--- src/rtl/nibble_serial_adder_pkg.sv ---
// Shared definitions for the nibble-serial adder: nibble width, FSM states
// and the sizing helper for the nibble index register.
package nibble_serial_adder_pkg;

    localparam int NIBBLE_W = 4;

    typedef enum logic [1:0] {
        IDLE = 2'd0,
        RUN  = 2'd1,
        DONE = 2'd2
    } state_t;

    // A single-nibble adder still needs a one-bit index register.
    function automatic int idx_width(input int nibbles);
        return (nibbles > 1) ? $clog2(nibbles) : 1;
    endfunction

endpackage

--- src/rtl/nibble_serial_adder_fourbits.sv ---
// Plain 4-bit ripple adder with carry in/out; the only arithmetic element
// of the nibble-serial adder.
module fourbits_adder (
    input  logic [3:0] a,
    input  logic [3:0] b,
    input  logic       cin,
    output logic [3:0] sum,
    output logic       cout
);

    assign {cout, sum} = {1'b0, a} + {1'b0, b} + {4'b0000, cin};

endmodule

--- src/rtl/nibble_serial_adder.sv ---
// Multi-cycle WIDTH-bit adder: captures operands over valid/ready, then adds
// one nibble per clock (LSB first) through a single 4-bit adder.
module nibble_serial_adder
    import nibble_serial_adder_pkg::*;
#(
    parameter int WIDTH = 16
) (
    input  logic             clk,
    input  logic             rst_n,
    input  logic             in_valid,
    output logic             in_ready,
    input  logic [WIDTH-1:0] a,
    input  logic [WIDTH-1:0] b,
    input  logic             cin,
    output logic             out_valid,
    input  logic             out_ready,
    output logic [WIDTH-1:0] sum,
    output logic             cout,
    output logic             busy
);

    localparam int NIBBLES = WIDTH / NIBBLE_W;
    localparam int IDX_W   = idx_width(NIBBLES);
    localparam logic [IDX_W-1:0] LAST_IDX = IDX_W'(NIBBLES - 1);

    generate
        if ((WIDTH % NIBBLE_W) != 0 || WIDTH < NIBBLE_W) begin : g_width_check
            $fatal(1, "nibble_serial_adder: WIDTH must be a non-zero multiple of 4");
        end
    endgenerate

    state_t           state;
    state_t           next_state;
    logic [WIDTH-1:0] a_reg;
    logic [WIDTH-1:0] b_reg;
    logic [WIDTH-1:0] sum_reg;
    logic             carry_reg;
    logic [IDX_W-1:0] idx;

    logic [NIBBLE_W-1:0] a_nib;
    logic [NIBBLE_W-1:0] b_nib;
    logic [NIBBLE_W-1:0] nib_sum;
    logic                nib_cout;
    logic                accept;
    logic                last_nib;

    assign in_ready  = (state == IDLE);
    assign out_valid = (state == DONE);
    assign busy      = !in_ready;
    assign sum       = sum_reg;
    assign cout      = carry_reg;

    assign accept   = in_valid && in_ready;
    assign last_nib = (idx == LAST_IDX);
    assign a_nib    = a_reg[idx*NIBBLE_W +: NIBBLE_W];
    assign b_nib    = b_reg[idx*NIBBLE_W +: NIBBLE_W];

    fourbits_adder u_nib_add (
        .a    (a_nib),
        .b    (b_nib),
        .cin  (carry_reg),
        .sum  (nib_sum),
        .cout (nib_cout)
    );

    always_ff @(posedge clk or negedge rst_n) begin
        if (!rst_n) begin
            state <= IDLE;
        end else begin
            state <= next_state;
        end
    end

    always_comb begin
        next_state = state;
        case (state)
            IDLE:    if (accept)    next_state = RUN;
            RUN:     if (last_nib)  next_state = DONE;
            DONE:    if (out_ready) next_state = IDLE;
            default:                next_state = IDLE;
        endcase
    end

    // The carry register doubles as cin on capture and as the nibble carry
    // while running, so after the last nibble it already holds cout.
    always_ff @(posedge clk or negedge rst_n) begin
        if (!rst_n) begin
            a_reg     <= '0;
            b_reg     <= '0;
            sum_reg   <= '0;
            carry_reg <= 1'b0;
            idx       <= '0;
        end else begin
            if (state == IDLE && accept) begin
                a_reg     <= a;
                b_reg     <= b;
                carry_reg <= cin;
                sum_reg   <= '0;
                idx       <= '0;
            end else if (state == RUN) begin
                sum_reg[idx*NIBBLE_W +: NIBBLE_W] <= nib_sum;
                carry_reg <= nib_cout;
                if (last_nib) begin
                    idx <= '0;
                end else begin
                    idx <= idx + IDX_W'(1);
                end
            end
        end
    end

endmodule

--- config.mk ---
export PLATFORM = sky130hd
export DESIGN_NAME = nibble_serial_adder
export DESIGN_NICKNAME = d
export VERILOG_FILES = /design/src/rtl/nibble_serial_adder_pkg.sv /design/src/rtl/nibble_serial_adder_fourbits.sv /design/src/rtl/nibble_serial_adder.sv
export SDC_FILE = /design/constraint.sdc
export NUM_CORES = 1
export LEC_CHECK = 0
export BUFFER_PORTS_ARGS = -buffer_cell sky130_fd_sc_hd__buf_4
export CAP_MARGIN = 20
export CORE_ASPECT_RATIO = 0.6
export CORE_MARGIN = 3
export CORE_UTILIZATION = 30
export CTS_CLUSTER_SIZE = 20
export DETAILED_ROUTE_END_ITERATION = 6
export MAX_ROUTING_LAYER = met4
export PLACE_DENSITY = 0.61
export REMOVE_ABC_BUFFERS = 1
export SLEW_MARGIN = 25
export SYNTH_ARGS = -nofsm -noshare
export SYNTH_HDL_FRONTEND = slang
export SYNTH_HIERARCHICAL = 1
export SYNTH_SLANG_ARGS = --single-unit
--- constraint.sdc ---
create_clock -name clk -period 4.6 [get_ports clk]
set_input_delay 0.69 -clock clk [delete_from_list [all_inputs] [get_ports clk]]
set_output_delay 0.69 -clock clk [all_outputs]
set_load 0.1 [all_outputs]
==> results of run 1 <==
-- final cells by class --
cell class	instances	area, sq um	area share (%)
clock buffer	7	143	4.24
inverter	8	30.0	0.893
multi-input combinational	112	1250	37.1
sequential	53	1330	39.4
tap	112	140	4.17
timing repair buffer	58	475	14.1
-- through the flow --
| stage | std cells | area (sq um) |
|---|---|---|
| detailed placement | 343 | 3220 |
| finish | 350 | 3360 |
| floorplan | 173 | 2600 |
| CTS | 350 | 3360 |
| global route | 350 | 3360 |
| global placement | 341 | 3160 |
-- critical path: stages, from the launching register on --
cell and delay, ns:
sky130_fd_sc_hd__dfrtp_1 0.94, sky130_fd_sc_hd__mux4_2 0.63, sky130_fd_sc_hd__fa_1 0.45, sky130_fd_sc_hd__inv_1 0.08, sky130_fd_sc_hd__fa_1 0.19, sky130_fd_sc_hd__xnor2_1 0.24, sky130_fd_sc_hd__nand2b_1 0.09, sky130_fd_sc_hd__or4_4 0.42
sky130_fd_sc_hd__a21oi_2 0.14
-- logic make-up (layout without fill, tap and decap cells) --
group / count (synthesis) / count (layout) / share of synthesized area, %
adder cells (fa/ha/maj): 11 / 11 / 5.70
XOR/XNOR: 2 / 2 / 0.654
buffers and inverters: 17 / 73 / 3.93
multiplexers: 40 / 40 / 24.3
AO/OA/AOI/OAI: 31 / 31 / 9.39
flip-flops: 53 / 53 / 49.5
AND/OR/NAND/NOR: 28 / 28 / 6.54
-- cell usage in the layout, fill, tap and decap left out --
cell,synthesis,final
sky130_fd_sc_hd__buf_4,3,56
sky130_fd_sc_hd__dfrtp_1,53,53
sky130_fd_sc_hd__mux2_4,29,29
sky130_fd_sc_hd__a22o_1,15,15
sky130_fd_sc_hd__ha_1,9,9
sky130_fd_sc_hd__inv_1,8,8
sky130_fd_sc_hd__mux4_2,8,8
sky130_fd_sc_hd__nand2_1,7,7
sky130_fd_sc_hd__nand2b_1,6,6
sky130_fd_sc_hd__a21o_1,5,5
sky130_fd_sc_hd__clkbuf_16,0,5
sky130_fd_sc_hd__nor2_1,4,4
sky130_fd_sc_hd__nor2b_1,3,3
sky130_fd_sc_hd__mux2_2,3,3
sky130_fd_sc_hd__nor4_2,2,2
sky130_fd_sc_hd__o21ai_0,2,2
sky130_fd_sc_hd__a21oi_2,2,2
sky130_fd_sc_hd__a21oi_1,2,2
sky130_fd_sc_hd__a32o_1,2,2
sky130_fd_sc_hd__buf_16,0,2
sky130_fd_sc_hd__xnor2_1,2,2
sky130_fd_sc_hd__fa_1,2,2
sky130_fd_sc_hd__nand2_2,1,1
sky130_fd_sc_hd__nor4_1,1,1
sky130_fd_sc_hd__or4_4,1,1
sky130_fd_sc_hd__and2_2,0,1
sky130_fd_sc_hd__nor4b_2,1,1
sky130_fd_sc_hd__o21bai_1,1,1
sky130_fd_sc_hd__o31ai_1,1,1
sky130_fd_sc_hd__nand3b_1,1,1
sky130_fd_sc_hd__a221o_1,1,1
sky130_fd_sc_hd__clkbuf_1,2,1
sky130_fd_sc_hd__clkbuf_8,0,1
-- metal layers --
metal	global-route usage, %	part of all wire [%]	vias up	wire (um)
met5	-	0	-	0
met2	16.4	40	44	2280
li1	-	-	774	-
met1	18.8	54	810	3080
met4	3.18	0.60	0	34
met3	3.56	5.1	3	290
-- path summary, 6_finish.rpt --
kind                            slack (ns)             endpoint  cells past startpoint
worst min-delay path                  0.44   sum[1]$_DFFE_PN0P_                      1
max in group asynchronous             3.72  sum[10]$_DFFE_PN0P_                      1
worst max register to register        1.34   sum[6]$_DFFE_PN0P_                      8
worst min register to register        0.50   sum[5]$_DFFE_PN0P_                      1
worst max-delay path                  1.34   sum[6]$_DFFE_PN0P_                      8
min in group clk                      0.50   sum[5]$_DFFE_PN0P_                      1
==> out/metrics.sh, run 1 <==
HP-CLASS='in -> async'
PORT_BUFFERS=56
CORE-AREA_SQ_MM=0.00859
DRT-VIAS-PER-INSTANCE=4.66
GR-USAGE-ALL-LAYERS_PCT=12.5
NUMBER_OF_INSTANCES_IN_THE_SYNTHESIZED_NETLIST=182
END_KIND='flip-flop'
SYNTH.LIB_CELLS_USED.DISTINCT=31
CTS-ROOT-BUF='sky130_fd_sc_hd__clkbuf_16'
SYNTH_AREA_PER_CELL_SQ_UM=14.7
WORST-SLEW-PIN-TRANSITION_NS=0.903
SYNTH_EDF_COUNT=0
RSZ_0062_RAISED_AFTER_GLOBAL_ROUTING='no'
FINALCRITICALPERIOD_NS=3.26
CRIT_TYPE='reg -> reg'
DETAIL_ROUTE.WL_PER_CELL_UM=16.2
MAX_CAP_VIOLATIONS=0
DPL.HPWL_MM=4.25
DIEHEIGHT_UM=79.2
DRIVE_ABOVE_1_SHARE_PCT=47.1
NUMCLOCKSINKS=53
YOSYS-TOP-CELLS-AREA='sky130_fd_sc_hd__dfrtp_1, sky130_fd_sc_hd__mux2_4, sky130_fd_sc_hd__mux4_2'
CTS_MADE_BUFFERS=5
CORE.ROWCOUNT=26
SYNTH_LARGEST_AREA_CELL='sky130_fd_sc_hd__dfrtp_1'
SYNTHFLOPTYPE='sky130_fd_sc_hd__dfrtp_1'
ROUTE.ANTENNA.REMAINING_NETS=0
GLOBAL_ROUTE_WIRE_LENGTH_BEFORE_REPAIR_MM=9.52
GLOBALROUTEOVERFLOWTOTAL=0
SETUP_VIOL=0
DRC=0
POST-ROUTE-WORST-SETUP-SLACK_NS=1.34
STATUS='complete, no violations'
CTS-RESIZED-GATES=0
PRECTSSETUPSLACK_NS=1.32
SYNTHTOPCELLSBYCOUNT='sky130_fd_sc_hd__dfrtp_1, sky130_fd_sc_hd__mux2_4, sky130_fd_sc_hd__a22o_1'
INSERTEDDIODECOUNT=0
RELSLEWSLACK_PCT=39.8
FINAL_NUMBER_OF_MAX_TRANSITION_VIOLATIONS=0
DETAILEDROUTE.FIRSTITERATIONVIOLATIONS=93
DIEAREA_SQ_MM=0.0101
CLK_PATH_BUF_DEPTH=2
FIRST_GLOBAL_VIAS=1780
CRIT_PATH_MAX_FANOUT=19
FILLCELLCOUNT=840
CLKSLEWWORSTSETUPHOLDPATHS_NS=0.06
IO-PIN-COUNT=57
CP.ARRIVAL_NS=3.48
HTREE_NUM_LEVELS=2
CHIPWIDTH_UM=128
FIN_NETS=286
SYNTH_MOST_COMMON_CELL='sky130_fd_sc_hd__dfrtp_1'
SYNTHESIZED_AREA_SQ_MM=0.00268
AREA_DELTA_SYNTH_FINAL_PCT=25.6
YOSYSTOPAREACELLSHARE_PCT=49.5
YS_WARN_COUNT=6
CTS_SETUP_BUFFERS=0
TIMING.SETUP.TNS_NS=0
INITIAL_CORE_UTIL_PCT=31.2
CRIT_PATH_START_KIND='flip-flop'
SYNTH_SEQ_CELLS=53
HIGHEST_CLOCK_FREQUENCY_THE_DESIGN_CAN_MEET_MHz=307
ASYNCSETRESETFLOPFRACSYNTH_PCT=100
SYNTH_SEQUENTIAL_AREA_RATIO_PCT=49.5
FIN_CRIT_SH_PCT=70.8
PLACE_CONGESTION=0.832
CRITICAL_PATH_LAUNCH_POINT='idx[0]$_DFFE_PN0P_'
POST_LAYOUT_UTIL_PCT=39.1
ROUTED_WIRELENGTH_MM=5.68
CRIT_REG_REG_STARTPOINT='idx[0]$_DFFE_PN0P_'
GRT_ANTENNA_BEFORE_REPAIR=0
VIAS=1631
CRIT_REQUIRED_NS=4.82
NUMBER_OF_ITERATIONS_IN_THE_FIRST_DETAILED_ROUTING_PASS=4
REPORT.FINAL.HOLD_VIOL_COUNT=0
WORST_HOLD_SLACK_NS=0.439
CLOCK_TREE_FROM_TRITONCTS='done'
WORST_SKEW_PAIR.LATE_LATENCY_NS=0.29
CTS.HOLD.BUFFERS_ADDED=0
PIN_COUNT_OF_THE_BIGGEST_NET_ENTERING_GLOBAL_ROUTING=54
FIN_WORST_SKEW_NS=0.00361
Power of run 1 is left out: the tool's default activity adds up to more than one toggle a clock period on the data nets, which glitch-free logic cannot reach.
==> run 2, diff against run 1 <==
- clock period: 4.6 -> 3.01 ns (I/O delays scaled with it)
==> out/metrics.sh, run 2 (same netlist as run 1, synthesis figures left out) <==
INITIAL_CORE_UTIL_PCT=31.2  # unchanged
MAX_CAP_VIOLATIONS=0  # unchanged
RSZ_0062_RAISED_AFTER_GLOBAL_ROUTING='no'
POST_LAYOUT_UTIL_PCT=38.9  # -0.29 points
CP.ARRIVAL_NS=2.95  # -0.53 ns
PIN_COUNT_OF_THE_BIGGEST_NET_ENTERING_GLOBAL_ROUTING=54  # unchanged
CTS_SETUP_BUFFERS=0  # unchanged
HP-CLASS='in -> async'
FINALCRITICALPERIOD_NS=2.73  # -0.530 ns
GR-USAGE-ALL-LAYERS_PCT=12.7  # +0.21 points
CHIPWIDTH_UM=128  # unchanged
CRIT_PATH_MAX_FANOUT=4  # -15
DRC=0  # unchanged
NUMBER_OF_ITERATIONS_IN_THE_FIRST_DETAILED_ROUTING_PASS=4  # unchanged
CRIT_PATH_START_KIND='flip-flop'
REPORT.FINAL.HOLD_VIOL_COUNT=0  # unchanged
WORST-SLEW-PIN-TRANSITION_NS=0.673  # -0.230 ns
DETAILEDROUTE.FIRSTITERATIONVIOLATIONS=42  # -55%
CORE.ROWCOUNT=26  # unchanged
CTS-ROOT-BUF='sky130_fd_sc_hd__clkbuf_16'
HIGHEST_CLOCK_FREQUENCY_THE_DESIGN_CAN_MEET_MHz=367  # +19%
DIEHEIGHT_UM=79.2  # unchanged
CRIT_TYPE='reg -> reg'
INSERTEDDIODECOUNT=0  # unchanged
ROUTED_WIRELENGTH_MM=5.75  # +1.2%
DPL_CELL_AREA_SQ_MM=0.00319  # -0.78%
CTS_MADE_BUFFERS=5  # unchanged
GLOBALROUTEOVERFLOWTOTAL=0  # unchanged
RELSLEWSLACK_PCT=55.1  # +15 points
DRT-VIAS-PER-INSTANCE=4.65  # -0.20%
GLOBAL_ROUTE_WIRE_LENGTH_BEFORE_REPAIR_MM=9.56  # +0.50%
CRIT_REQUIRED_NS=3.23  # -1.59 ns
FIN_CRIT_SH_PCT=90.5  # +20 points
PORT_BUFFERS=56  # unchanged
CTS-RESIZED-GATES=0  # unchanged
ROUTE.ANTENNA.REMAINING_NETS=0  # unchanged
CTS.HOLD.BUFFERS_ADDED=0  # unchanged
DIEAREA_SQ_MM=0.0101  # unchanged
DETAIL_ROUTE.WL_PER_CELL_UM=16.3  # +0.60%
FINAL_NUMBER_OF_MAX_TRANSITION_VIOLATIONS=0  # unchanged
FINAL_COMMON_CELL='sky130_fd_sc_hd__buf_4'
FIN_NETS=288  # +0.70%
AREA_DELTA_SYNTH_FINAL_PCT=24.6
MOST-COMMON-LAYOUT-CELLS='sky130_fd_sc_hd__buf_4, sky130_fd_sc_hd__dfrtp_1, sky130_fd_sc_hd__mux2_4'
VIAS=1637  # +0.37%
END_KIND='flip-flop'
HTREE_NUM_LEVELS=2  # unchanged
CLK_PATH_BUF_DEPTH=2  # unchanged
WORST_SKEW_PAIR.LATE_LATENCY_NS=0.29  # about the same
GRT_ANTENNA_BEFORE_REPAIR=0  # unchanged
CLOCK_TREE_FROM_TRITONCTS='done'
DPL.HPWL_MM=4.30  # +1.2%
CORE-AREA_SQ_MM=0.00859  # unchanged
STATUS='complete, no violations'
SETUP_VIOL=0  # unchanged
FIN_WORST_SKEW_NS=0.00752  # +0.00391 ns
IO-PIN-COUNT=57  # unchanged
DRIVE_ABOVE_1_SHARE_PCT=47.5  # +0.44 points
POST-ROUTE-CELL-AREA_SQ_MM=0.00334  # -0.74%
FIRST_GLOBAL_VIAS=1803  # +1.3%
NUMCLOCKSINKS=53  # unchanged
PLACE_CONGESTION=0.818  # -1.7%
CLKSLEWWORSTSETUPHOLDPATHS_NS=0.07  # about the same
[run 2: final timing paths]
path                                       from                     to  slack [ns]  cells after the start
min                                       rst_n     sum[3]$_DFFE_PN0P_        0.19                      1
min in group clk                          a[13]  a_reg[13]$_DFFE_PN0P_        0.38                      2
min reg2reg                b_reg[2]$_DFFE_PN0P_   b_reg[2]$_DFFE_PN0P_        0.51                      1
max reg2reg                  idx[0]$_DFFE_PN0P_     sum[6]$_DFFE_PN0P_        0.28                      8
max in group asynchronous                 rst_n   a_reg[7]$_DFFE_PN0P_        2.36                      1
max                          idx[0]$_DFFE_PN0P_     sum[6]$_DFFE_PN0P_        0.28                      8
[run 2: area by class of cell]
cell class                 instances  area (sq um)
clock buffer                       7           143
tap                              112           140
sequential                        53          1330
multi-input combinational        112          1250
fill                             836          5250
inverter                           8          30.0
timing repair buffer              60           450
[run 2: worst max-delay path: stages, from the launching register on]
cell,delay [ns]
sky130_fd_sc_hd__dfrtp_1,0.44
sky130_fd_sc_hd__mux4_2,0.56
sky130_fd_sc_hd__fa_1,0.46
sky130_fd_sc_hd__inv_1,0.08
sky130_fd_sc_hd__fa_1,0.20
sky130_fd_sc_hd__xnor2_1,0.26
sky130_fd_sc_hd__nand2b_1,0.10
sky130_fd_sc_hd__or4_4,0.42
sky130_fd_sc_hd__a21oi_2,0.14
[run 2: per-stage QoR]
step | TNS [ns] | setup WS, ns | cells | hold WS [ns]
detailed placement | 0 | 0.269 | 345 | 0.490
floorplan | -21.57 | -0.727 | 173 | 0.156
finish | 0 | 0.285 | 352 | 0.191
global placement | 0 | 0.343 | 345 | 0.491
CTS | 0 | 0.248 | 352 | 0.223
global route | 0 | 0.0725 | 352 | 0.246
[run 2: per-layer routing]
metal | track usage (%) | vias to the layer above | wire (um) | part of all wire (%)
met5 | - | - | 0 | 0
li1 | - | 789 | - | -
met4 | 2.86 | 0 | 52 | 0.90
met3 | 4.03 | 8 | 352 | 6.1
met1 | 19.4 | 794 | 3140 | 55
met2 | 16.1 | 46 | 2210 | 38
Power of run 2 is left out for the same reason.
==> run 3, diff against run 2 <==
- CORE_UTILIZATION: 30 -> 45
- PLACE_DENSITY: 0.61 -> 0.8
==> out/metrics.sh, run 3 (same netlist as run 1, synthesis figures left out) <==
GLOBAL_ROUTE_WIRE_LENGTH_BEFORE_REPAIR_MM=9.07  # -5.2%
PLACE_CONGESTION=0.813  # -0.61%
DETAILEDROUTE.FIRSTITERATIONVIOLATIONS=69  # +64%
POST_LAYOUT_UTIL_PCT=57.8  # +19 points
CRIT_PATH_MAX_FANOUT=4  # unchanged
CRIT_REQUIRED_NS=3.24  # about the same
CORE-AREA_SQ_MM=0.00568  # -34%
CTS_SETUP_BUFFERS=0  # unchanged
CRIT_TYPE='reg -> reg'
GR-USAGE-ALL-LAYERS_PCT=17.3  # +4.6 points
PLACED_CELLS=314  # -9.0%
CRITICAL_PATH_LAUNCH_POINT='idx[0]$_DFFE_PN0P_'
INSERTEDDIODECOUNT=0  # unchanged
DPL_CELL_AREA_SQ_MM=0.00316  # -1.0%
PIN_COUNT_OF_THE_BIGGEST_NET_ENTERING_GLOBAL_ROUTING=54  # unchanged
TIMING.CRITICAL_PATH.MODE_CELL='sky130_fd_sc_hd__fa_1'
MET2WIRELENGTH_MM=2.17  # -1.6%
ROUTED-WL-MET3_UM=307  # -13%
HIGHEST_LAYER='met4'
PATH_CELLS='mux4_2, fa_1, inv_1, fa_1, xnor2_1, nand2b_1, or4_4, a21oi_2'
FINISH.CELL_COUNT_WITHOUT_FILLERS=322  # -8.5%
CRIT_BUF_INV=1  # unchanged
DIEHEIGHT_UM=65.8  # -17%
HP-CLASS='in -> async'
PORT_BUFFERS=56  # unchanged
GLOBALROUTEOVERFLOWTOTAL=0  # unchanged
AREA_DELTA_SYNTH_FINAL_PCT=22.4
DRC=0  # unchanged
FIRST_GLOBAL_VIAS=1739  # -3.5%
HTREE_NUM_LEVELS=2  # unchanged
CTS-ROOT-BUF='sky130_fd_sc_hd__clkbuf_8'
MULTI_INPUT_GATE_AREA_SQ_MM=0.00125  # unchanged
RSZ_0062_RAISED_AFTER_GLOBAL_ROUTING='no'
WORST_HOLD_SLACK_NS=0.171  # -0.0200 ns
CRITICAL-PATH-TOP-DELAY-FAMILY='adder cells'
MET1_LENGTH_MM=2.71  # -14%
CLKSLEWWORSTSETUPHOLDPATHS_NS=0.09  # +0.02 ns
SETUP_VIOL=0  # unchanged
WORST_SKEW_PAIR.LATE_LATENCY_NS=0.30  # about the same
CLOCK_TREE_FROM_TRITONCTS='done'
RELSLEWSLACK_PCT=57.3  # +2.2 points
WORST-SLEW-PIN-TRANSITION_NS=0.641  # -0.0327 ns
CHIPWIDTH_UM=106  # -17%
FIN_CRIT_SH_PCT=89.4  # -1.1 points
MAX_CAP_VIOLATIONS=0  # unchanged
CRIT_REG_REG_STARTPOINT='idx[0]$_DFFE_PN0P_'
DRT-VIAS-PER-INSTANCE=5.07  # +9.0%
NUMBER_OF_ITERATIONS_IN_THE_FIRST_DETAILED_ROUTING_PASS=4  # unchanged
FIN_WORST_SKEW_NS=0.00431  # -0.00321 ns
CTS_MADE_BUFFERS=5  # unchanged
FINALCRITICALPERIOD_NS=2.69  # -0.0333 ns
INITIAL_CORE_UTIL_PCT=47.2  # +16 points
LAYOUT.AREA.SEQ_SQ_MM=0.00133  # unchanged
GRT_ANTENNA_BEFORE_REPAIR=0  # unchanged
CELL_WITH_THE_LARGEST_STAGE_DELAY_ON_THE_WORST_PATH='sky130_fd_sc_hd__mux4_2'
DETAIL_ROUTE.WL_PER_CELL_UM=16.2  # -0.65%
DPL.HPWL_MM=4.07  # -5.5%
FINAL_COMMON_CELL='sky130_fd_sc_hd__buf_4'
POST-ROUTE-CELL-AREA_SQ_MM=0.00328  # -1.8%
END_KIND='flip-flop'
CP_SLOWEST_STAGE_DELAY_NS=0.55  # about the same
CRIT_PATH_START_KIND='flip-flop'
CP.ARRIVAL_NS=2.93  # -0.02 ns
REPORT.FINAL.HOLD_VIOL_COUNT=0  # unchanged
ROUTED_WIRELENGTH_MM=5.23  # -9.1%
CLK_PATH_BUF_DEPTH=2  # unchanged
HIGHEST_CLOCK_FREQUENCY_THE_DESIGN_CAN_MEET_MHz=371  # +1.2%
IO-PIN-COUNT=57  # unchanged
VIAS=1633  # -0.24%
FINAL_NUMBER_OF_MAX_TRANSITION_VIOLATIONS=0  # unchanged
CORE.ROWCOUNT=21  # -19%
CTS.HOLD.BUFFERS_ADDED=0  # unchanged
DIEAREA_SQ_MM=0.00694  # -31%
NUMCLOCKSINKS=53  # unchanged
STATUS='complete, no violations'
DRIVE_ABOVE_1_SHARE_PCT=47.9  # +0.43 points
FIN_NETS=289  # +0.35%
CTS-RESIZED-GATES=0  # unchanged
MOST-COMMON-LAYOUT-CELLS='sky130_fd_sc_hd__buf_4, sky130_fd_sc_hd__dfrtp_1, sky130_fd_sc_hd__mux2_4'
ROUTE.ANTENNA.REMAINING_NETS=0  # unchanged
FILLCELLCOUNT=469  # -44%
-- run 3: cell count changes in the layout (fill, tap and decap cells not counted) --
cell,before,now
sky130_fd_sc_hd__clkbuf_8,1,6
sky130_fd_sc_hd__clkbuf_16,5,0
sky130_fd_sc_hd__buf_4,60,61
sky130_fd_sc_hd__bufinv_16,0,1
-- run 3: routing by layer --
layer  vias to the layer above  track usage [%]
li1                        778                -
met1                       803             25.0
met2                        47             24.8
met3                         5             4.81
met4                         0             3.39
met5                         -                -
-- run 3: worst reg2reg max path, cell delays in order, from the launching register on --
cell,delay [ns]
sky130_fd_sc_hd__dfrtp_1,0.45
sky130_fd_sc_hd__mux4_2,0.55
sky130_fd_sc_hd__fa_1,0.46
sky130_fd_sc_hd__inv_1,0.08
sky130_fd_sc_hd__fa_1,0.20
sky130_fd_sc_hd__xnor2_1,0.23
sky130_fd_sc_hd__nand2b_1,0.10
sky130_fd_sc_hd__or4_4,0.42
sky130_fd_sc_hd__a21oi_2,0.14
-- run 3: path summary, 6_finish.rpt --
path                                         endpoint  slack (ns)  cells past startpoint
worst min-delay path               sum[3]$_DFFE_PN0P_        0.17                      1
worst max register to register     sum[6]$_DFFE_PN0P_        0.32                      8
worst min register to register  a_reg[12]$_DFFE_PN0P_        0.51                      1
max in group asynchronous         sum[10]$_DFFE_PN0P_        2.41                      1
min in group clk                a_reg[14]$_DFFE_PN0P_        0.38                      2
worst max-delay path               sum[6]$_DFFE_PN0P_        0.32                      8
-- run 3: final cells by class --
type                    instances  share of cell area, %
inverters                       8                  0.916
flip-flops and latches         53                   40.5
clock inverters                 1                  0.916
multi-input cells             112                   38.1
well taps                      80                   3.05
clock buffers                   7                   2.63
repair buffers                 61                   14.0
-- run 3: through the flow --
step	setup slack (ns)	TNS [ns]
2_1_floorplan	-0.727	-21.57
3_3_place_gp	0.365	0
3_5_place_dp	0.320	0
4_1_cts	0.295	0
5_1_grt	0.158	0
6_report	0.318	0
Power of run 3 is left out for the same reason.
